### src/rtl/conv_window_gen.sv
// Streaming KxK sliding-window generator: K-1 line buffers feed a KxK shift array,
// and each complete neighbourhood is presented as one flat bus for the MAC stage.
module conv_window_gen #(
    parameter int DATA_SIZE = 16,
    parameter int IMG_W     = 32,
    parameter int IMG_H     = 32,
    parameter int K         = 5
) (
    input  logic                        clk,
    input  logic                        rst,
    input  logic                        din_valid,
    input  logic [DATA_SIZE-1:0]        din,
    output logic [DATA_SIZE*K*K-1:0]    window,
    output logic                        window_valid,
    output logic [7:0]                  out_row,
    output logic [7:0]                  out_col,
    output logic                        frame_done
);

    localparam int KK = K * K;
    localparam int WW = DATA_SIZE * KK;
    localparam int AW = (IMG_W > 1) ? $clog2(IMG_W) : 1;
    localparam logic [7:0] COL_LAST  = 8'(IMG_W - 1);
    localparam logic [7:0] ROW_LAST  = 8'(IMG_H - 1);
    localparam logic [7:0] ROW_PRIME = 8'(K - 2);
    localparam logic [7:0] EDGE      = 8'(K - 1);

    typedef enum logic {
        FILL   = 1'b0,
        STREAM = 1'b1
    } state_t;

    state_t                 state_q, state_d;
    logic [7:0]             col_cnt_q, col_cnt_d;
    logic [7:0]             row_cnt_q, row_cnt_d;
    logic [DATA_SIZE-1:0]   win_q [K][K];
    logic [DATA_SIZE-1:0]   win_d [K][K];
    logic [WW-1:0]          window_q, window_d;
    logic                   window_valid_q, window_valid_d;
    logic [7:0]             out_row_q, out_row_d;
    logic [7:0]             out_col_q, out_col_d;
    logic                   frame_done_q, frame_done_d;

    // Line buffer j holds row (current-1-j); index 0 is the newest row.
    logic [DATA_SIZE-1:0]   lb_mem [K-1][IMG_W];
    logic [DATA_SIZE-1:0]   lb_rd_s [K-1];
    logic [DATA_SIZE-1:0]   col_s [K];
    logic [AW-1:0]          addr_s;
    logic                   last_col_s;
    logic                   last_pix_s;
    logic                   emit_s;

    assign addr_s     = col_cnt_q[AW-1:0];
    assign last_col_s = (col_cnt_q == COL_LAST);
    assign last_pix_s = last_col_s && (row_cnt_q == ROW_LAST);
    assign emit_s     = din_valid && (state_q == STREAM) && (col_cnt_q >= EDGE);

    // Line-buffer read taps and the incoming column, oldest row on top.
    always_comb begin
        for (int j = 0; j < K - 1; j++) begin
            lb_rd_s[j] = lb_mem[j][addr_s];
        end
        for (int r = 0; r < K - 1; r++) begin
            col_s[r] = lb_rd_s[K-2-r];
        end
        col_s[K-1] = din;
    end

    // Delay-line write: each buffer passes its old column entry one buffer further.
    always_ff @(posedge clk) begin
        if (din_valid) begin
            lb_mem[0][addr_s] <= din;
            for (int j = 1; j < K - 1; j++) begin
                lb_mem[j][addr_s] <= lb_rd_s[j-1];
            end
        end
    end

    // Next-state: counters, FSM, window shift and output capture.
    always_comb begin
        state_d        = state_q;
        col_cnt_d      = col_cnt_q;
        row_cnt_d      = row_cnt_q;
        win_d          = win_q;
        window_d       = window_q;
        window_valid_d = 1'b0;
        out_row_d      = out_row_q;
        out_col_d      = out_col_q;
        frame_done_d   = 1'b0;

        if (din_valid) begin
            for (int r = 0; r < K; r++) begin
                for (int c = 0; c < K - 1; c++) begin
                    win_d[r][c] = win_q[r][c+1];
                end
                win_d[r][K-1] = col_s[r];
            end
            if (last_col_s) begin
                col_cnt_d = 8'd0;
                if (row_cnt_q == ROW_LAST) begin
                    row_cnt_d = 8'd0;
                end else begin
                    row_cnt_d = row_cnt_q + 8'd1;
                end
            end else begin
                col_cnt_d = col_cnt_q + 8'd1;
            end
        end else begin
            col_cnt_d = col_cnt_q;
        end

        case (state_q)
            FILL: begin
                if (din_valid && last_col_s && (row_cnt_q == ROW_PRIME)) begin
                    state_d = STREAM;
                end else begin
                    state_d = FILL;
                end
            end
            STREAM: begin
                if (din_valid && last_pix_s) begin
                    state_d = FILL;
                end else begin
                    state_d = STREAM;
                end
            end
            default: state_d = FILL;
        endcase

        // Top-left element lands in the MSBs, bottom-right in the LSBs.
        if (emit_s) begin
            window_valid_d = 1'b1;
            frame_done_d   = last_pix_s;
            out_row_d      = row_cnt_q - EDGE;
            out_col_d      = col_cnt_q - EDGE;
            for (int r = 0; r < K; r++) begin
                for (int c = 0; c < K; c++) begin
                    window_d[DATA_SIZE*(KK-(r*K+c))-1 -: DATA_SIZE] = win_d[r][c];
                end
            end
        end else begin
            window_valid_d = 1'b0;
        end
    end

    // State and output registers.
    always_ff @(posedge clk or posedge rst) begin
        if (rst) begin
            state_q        <= FILL;
            col_cnt_q      <= 8'd0;
            row_cnt_q      <= 8'd0;
            window_q       <= '0;
            window_valid_q <= 1'b0;
            out_row_q      <= 8'd0;
            out_col_q      <= 8'd0;
            frame_done_q   <= 1'b0;
            for (int r = 0; r < K; r++) begin
                for (int c = 0; c < K; c++) begin
                    win_q[r][c] <= '0;
                end
            end
        end else begin
            state_q        <= state_d;
            col_cnt_q      <= col_cnt_d;
            row_cnt_q      <= row_cnt_d;
            window_q       <= window_d;
            window_valid_q <= window_valid_d;
            out_row_q      <= out_row_d;
            out_col_q      <= out_col_d;
            frame_done_q   <= frame_done_d;
            win_q          <= win_d;
        end
    end

    assign window       = window_q;
    assign window_valid = window_valid_q;
    assign out_row      = out_row_q;
    assign out_col      = out_col_q;
    assign frame_done   = frame_done_q;

endmodule

### config.mk
export PLATFORM = sky130hd
export DESIGN_NAME = conv_window_gen
export DESIGN_NICKNAME = d
export VERILOG_FILES = /design/src/rtl/conv_window_gen.sv
export SDC_FILE = /design/constraint.sdc
export NUM_CORES = 2
export LEC_CHECK = 0
export CORE_ASPECT_RATIO = 2
export CORE_MARGIN = 4
export CORE_UTILIZATION = 45
export CTS_CLUSTER_DIAMETER = 30
export DETAILED_ROUTE_END_ITERATION = 12
export HOLD_SLACK_MARGIN = 0.05
export SLEW_MARGIN = 20
export SYNTH_ARGS = -nofsm -noshare
export SYNTH_HDL_FRONTEND = slang
export SYNTH_SLANG_ARGS = --single-unit
### constraint.sdc
create_clock -name clk -period 31.7 [get_ports clk]
set_input_delay 7.925 -clock clk [delete_from_list [all_inputs] [get_ports clk]]
set_output_delay 7.925 -clock clk [all_outputs]
set_load 0.01 [all_outputs]
# Yosys cells after proc, flatten, opt, wreduce, memory -nomap -nowiden
# Memories as Yosys holds them, arrays and structs flattened.
# Index checks and enable logic that the tools add are counted.
# W data, S select, Z words.
word_totals:
  register_bits: 835
  latch_bits: 0
  mem_bits_rw: 2048
  mem_bits_ro: 0
  input_bits: 19
  output_inout_bits: 418
  word_cells: 78
  mem_count: 1
memory_table:
  columns: ["name", "words", "width", "rd", "rd_clocked_by_memory_dff", "wr", "line", "rtl"]
  rows:
  - ["lb_mem", 4, 512, 4, 0, 4, "45", "logic [DATA_SIZE-1:0] lb_mem [K-1][IMG_W];"]
op_classes:
  addsub: 4
  mul: 0
  div_mod_pow: 0
  n_lt_le_gt_ge: 3
  eq_ne: 3
  n_shift: 0
  n_mux: 24
  bitwise_logic: 2
  n_reduce_logical: 8
op_table:
  columns: ["cell", "n"]
  rows:
  - ["$mux W512", 1]
  - ["$mux W400", 1]
  - ["$bmux W16 S5", 4]
  - ["$mux W16", 9]
  - ["$demux W16 S5", 1]
  - ["$add A8 B1 Y8 const B", 2]
  - ["$eq A8 B5 Y1 const B", 2]
  - ["$mux W8", 2]
  - ["$sub A8 B3 Y8 const B", 2]
  - ["$eq A8 B2 Y1 const B", 1]
  - ["$ge A8 B3 Y1 const B", 1]
  - ["$logic_and A1 B1 Y1", 7]
  - ["$ge A6 B6 Y1 const B", 1]
  - ["$lt A6 B1 Y1 const B", 1]
  - ["$not A5 Y6", 1]
  - ["$mux W1", 5]
  - ["$pmux W1 S2", 1]
  - ["$reduce_and A2 Y1", 1]
  - ["$not A1 Y1", 1]

# Depth between registers and ports, before layout
logic_depth:
  word_depth: 6
  mapped_depth: 12
  ltp_nobuf: 7

# Worst setup path after synthesis
# Ideal clock, no wire load.
synth_timing:
  path_type: "input to register"
  startpoint: "in din_valid"
  endpoint: "mem lb_mem[0][224] (netlist bit), enable pin"
  setup_time_ps: 486
  arrival_ps: 11710
  t_required_ps: 31214
  path_slack_ps: 19503
  stages: 6
  path_buffers: 4
  path_cell_list: "buf_2 buf_2 buf_2 buf_1 nand2_1 nor2_1"
synth_lines:
  columns: ["item", "line", "rtl"]
  rows:
  - ["from (decl)", "11", "input logic din_valid,"]
  - ["to (decl)", "45", null]

==> flow_metrics.tcl <==
set metrics [dict create \
    grt_usage 0.232 \
    grt.overflow.total 0 \
    cts_root_buf "clkbuf_16" \
    setup_violations 0 \
    crit_required_ps 32610 \
    yosysSeqAreaShare 0.757 \
    synth_ff_type "edfxtp_1" \
    antenna_left 0 \
    netlist_instances 5982 \
    met2_usage 0.433 \
    path_class "in2async" \
    drc_errors 0 \
    slew-limit-headroom 0.175 \
    synth_top_area_share 0.565 \
    synth_top_cell_by_area "edfxtp_1" \
    start_util 0.452 \
    pre_cts_ws_ps 19030 \
    nets 6656 \
    start_kind "input pin" \
    end_kind "asynchronous set/reset pin" \
    synth_edf_count 2048 \
    cts_tree "done" \
    slew_viol_final 0 \
    rsz0062_at_grt "no" \
    hpwl_mm 175 \
    cts_hold_buf 0 \
    wl_mm 295 \
    maxCapViolCount 0 \
    p_leak_nw 47.6 \
    gp_congestion 0.780 \
    antenna_found_initial 4 \
    syn2layout_area_growth_pct 19.4 \
    final_util 0.540 \
    first_iter_violations 4399 \
    r2r-start "col_cnt_q[1]" \
    cts_buffers 361 \
    tns_ps 0 \
    grt_pass1_wl_mm 422 \
    core_area_um2 241000 \
    status "finished, final reports clean" \
    p_per_area_nw_per_um2 112 \
    hold_end "win_q[235]" \
    ys_types 48 \
    hold_class "reg2reg" \
    grt_max_degree 173 \
    yosys_register_bits 2883 \
    ctsHtreeMaxLevel 5 \
    clockBufferDepth 4 \
    drive_gt1_frac 0.242 \
    ys_top_cells_by_count "2048 x edfxtp_1, 927 x mux2i_1, 835 x dfrtp_1, 676 x mux2_2, 409 x o22ai_1" \
    netlist_area_um2 109000 \
    finalCritPeriodShare 0.355 \
    synthesis.nets 6011 \
    worstHoldStart "win_q[235]" \
    clk_pin_slew_ps 50 \
    reg2reg_depth 9 \
    layout_min_cycle_time_ps 11240 \
    yosysWarnings 0 \
    ctsResizeCount 0 \
    io_pins 437 \
    num_vias 58000 \
    dr.pass1.iters 5 \
    rows 255 \
    avgSynthCellArea_um2 18.2 \
    vias_per_cell 5.72 \
    met3_usage 0.0348 \
    peakVddDrop_v 0.0000775 \
    regToRegSetupSlack_ps 23220 \
    numClockSinks 2883 \
    top_usage_layer "met2" \
    grt.met1_usage 0.265 \
    routedWlPerCell_um 29.1 \
    clk-insertion-delay-late_ps 890 \
    setup_slack_ps 20460 \
    r2r_end "lb_mem[3][485]" \
    tightest_slew_ps 1230 \
    ys_top_cells_by_area "edfxtp_1 56%, dfrtp_1 19%, mux2i_1 8.5%" \
    die_w_um 356 \
    critPathArrivalTime_ps 12150 \
    min_path_cells 1 \
    post-cts-setup-buffers 0 \
    grt_pass1_vias 60000 \
    dieArea_um2 250000 \
    synthMostInstantiatedCell "edfxtp_1" \
    crit_path_max_fanout 98 \
    finalHoldViolCount 0 \
    fmax_mhz 89.0 \
    portBuffers 436 \
    synthArstFlopShare 0.290 \
    die_h_um 704 \
    clock_skew_ps 54.5 \
]
-- sequential cells by signal, indices dropped and copies added (netlist names) --
name	count
window	400
frame_done	1
lb_mem	2048
out_col	8
win_q	400
state_q	1
col_cnt_q	8
row_cnt_q	8
out_row	8
window_valid	1
-- kinds of logic after synthesis --
kind of cell,count (synthesis),share of synthesized area
buffers and inverters,348,0.0163
AND/OR/NAND/NOR,427,0.0196
XOR/XNOR,16,0.00129
adder cells (fa/ha/maj),10,0.00115
AO/OA/AOI/OAI,646,0.0399
multiplexers,1652,0.165
flip-flops,2883,0.757
-- through the flow --
stage | power (W) | cells | hold WS [ps] | area (um^2)
finish | 0.0145 | 10100 | 490 | 130000
global route | 0.0151 | 10100 | 504 | 130000
CTS | 0.0147 | 10100 | 495 | 130000
detailed placement | 0.0104 | 9476 | 483 | 117000
global placement | 0.0103 | 9472 | 478 | 117000
floorplan | 0.00834 | 5982 | 468 | 109000
-- critical path, cell delays in order --
cell and delay (ps):
clkdlybuf4s50_1 490, inv_8 460, buf_4 670, buf_4 730, buf_4 770, buf_6 660
-- metal layers --
layer | vias up | share of wire
li1 | 24900 | -
met1 | 30600 | 0.36
met2 | 1846 | 0.54
met3 | 616 | 0.052
met4 | 6 | 0.044
met5 | - | 0.00016
-- worst max-delay path by stage --
stage,from,cells after the start,endpoint
3_5_place_dp,rst,6,window[142]
4_1_cts,rst,6,win_q[109]
3_3_place_gp,rst,6,window[142]
2_1_floorplan,rst,1,col_cnt_q[0]
6_report,rst,6,win_q[151]
5_1_grt,rst,6,win_q[124]
-- placed cells by master (no fill, tap or decap), types with 22 or more instances in the layout --
master,count
a21oi_1,28
a22o_1,30
a31oi_1,113
buf_4,175
bufinv_16,43
clkbuf_1,31
clkbuf_16,366
clkdlybuf4s50_1,429
clkinv_2,39
clkinv_4,32
clkinvlp_4,22
dfrtp_1,833
edfxtp_1,2048
inv_6,60
inv_8,27
mux2_2,676
mux2i_1,927
mux4_2,49
nand2_1,47
nor2_1,165
nor2_4,32
nor4_1,81
nor4_2,30
o22ai_1,409
o22ai_2,40
-- report_power, final --
group | leakage, nW | internal, W | switching [W]
sequential | 28.9 | 0.00566 | 0.000386
combinational | 12.6 | 0.00153 | 0.00272
clock | 6.08 | 0.00254 | 0.00169
total | 47.6 | 0.00973 | 0.00479
-- area by class of cell --
type	count	area, um^2
fill	19000	111000
sequential	2883	82400
multi-input combinational	2751	25300
clock buffer	405	9390
timing repair buffer	618	5770
tap	3212	4020
clock inverter	256	3070
inverter	12	52.6
antenna	3	7.51
Power figures use the tool's default switching activity.
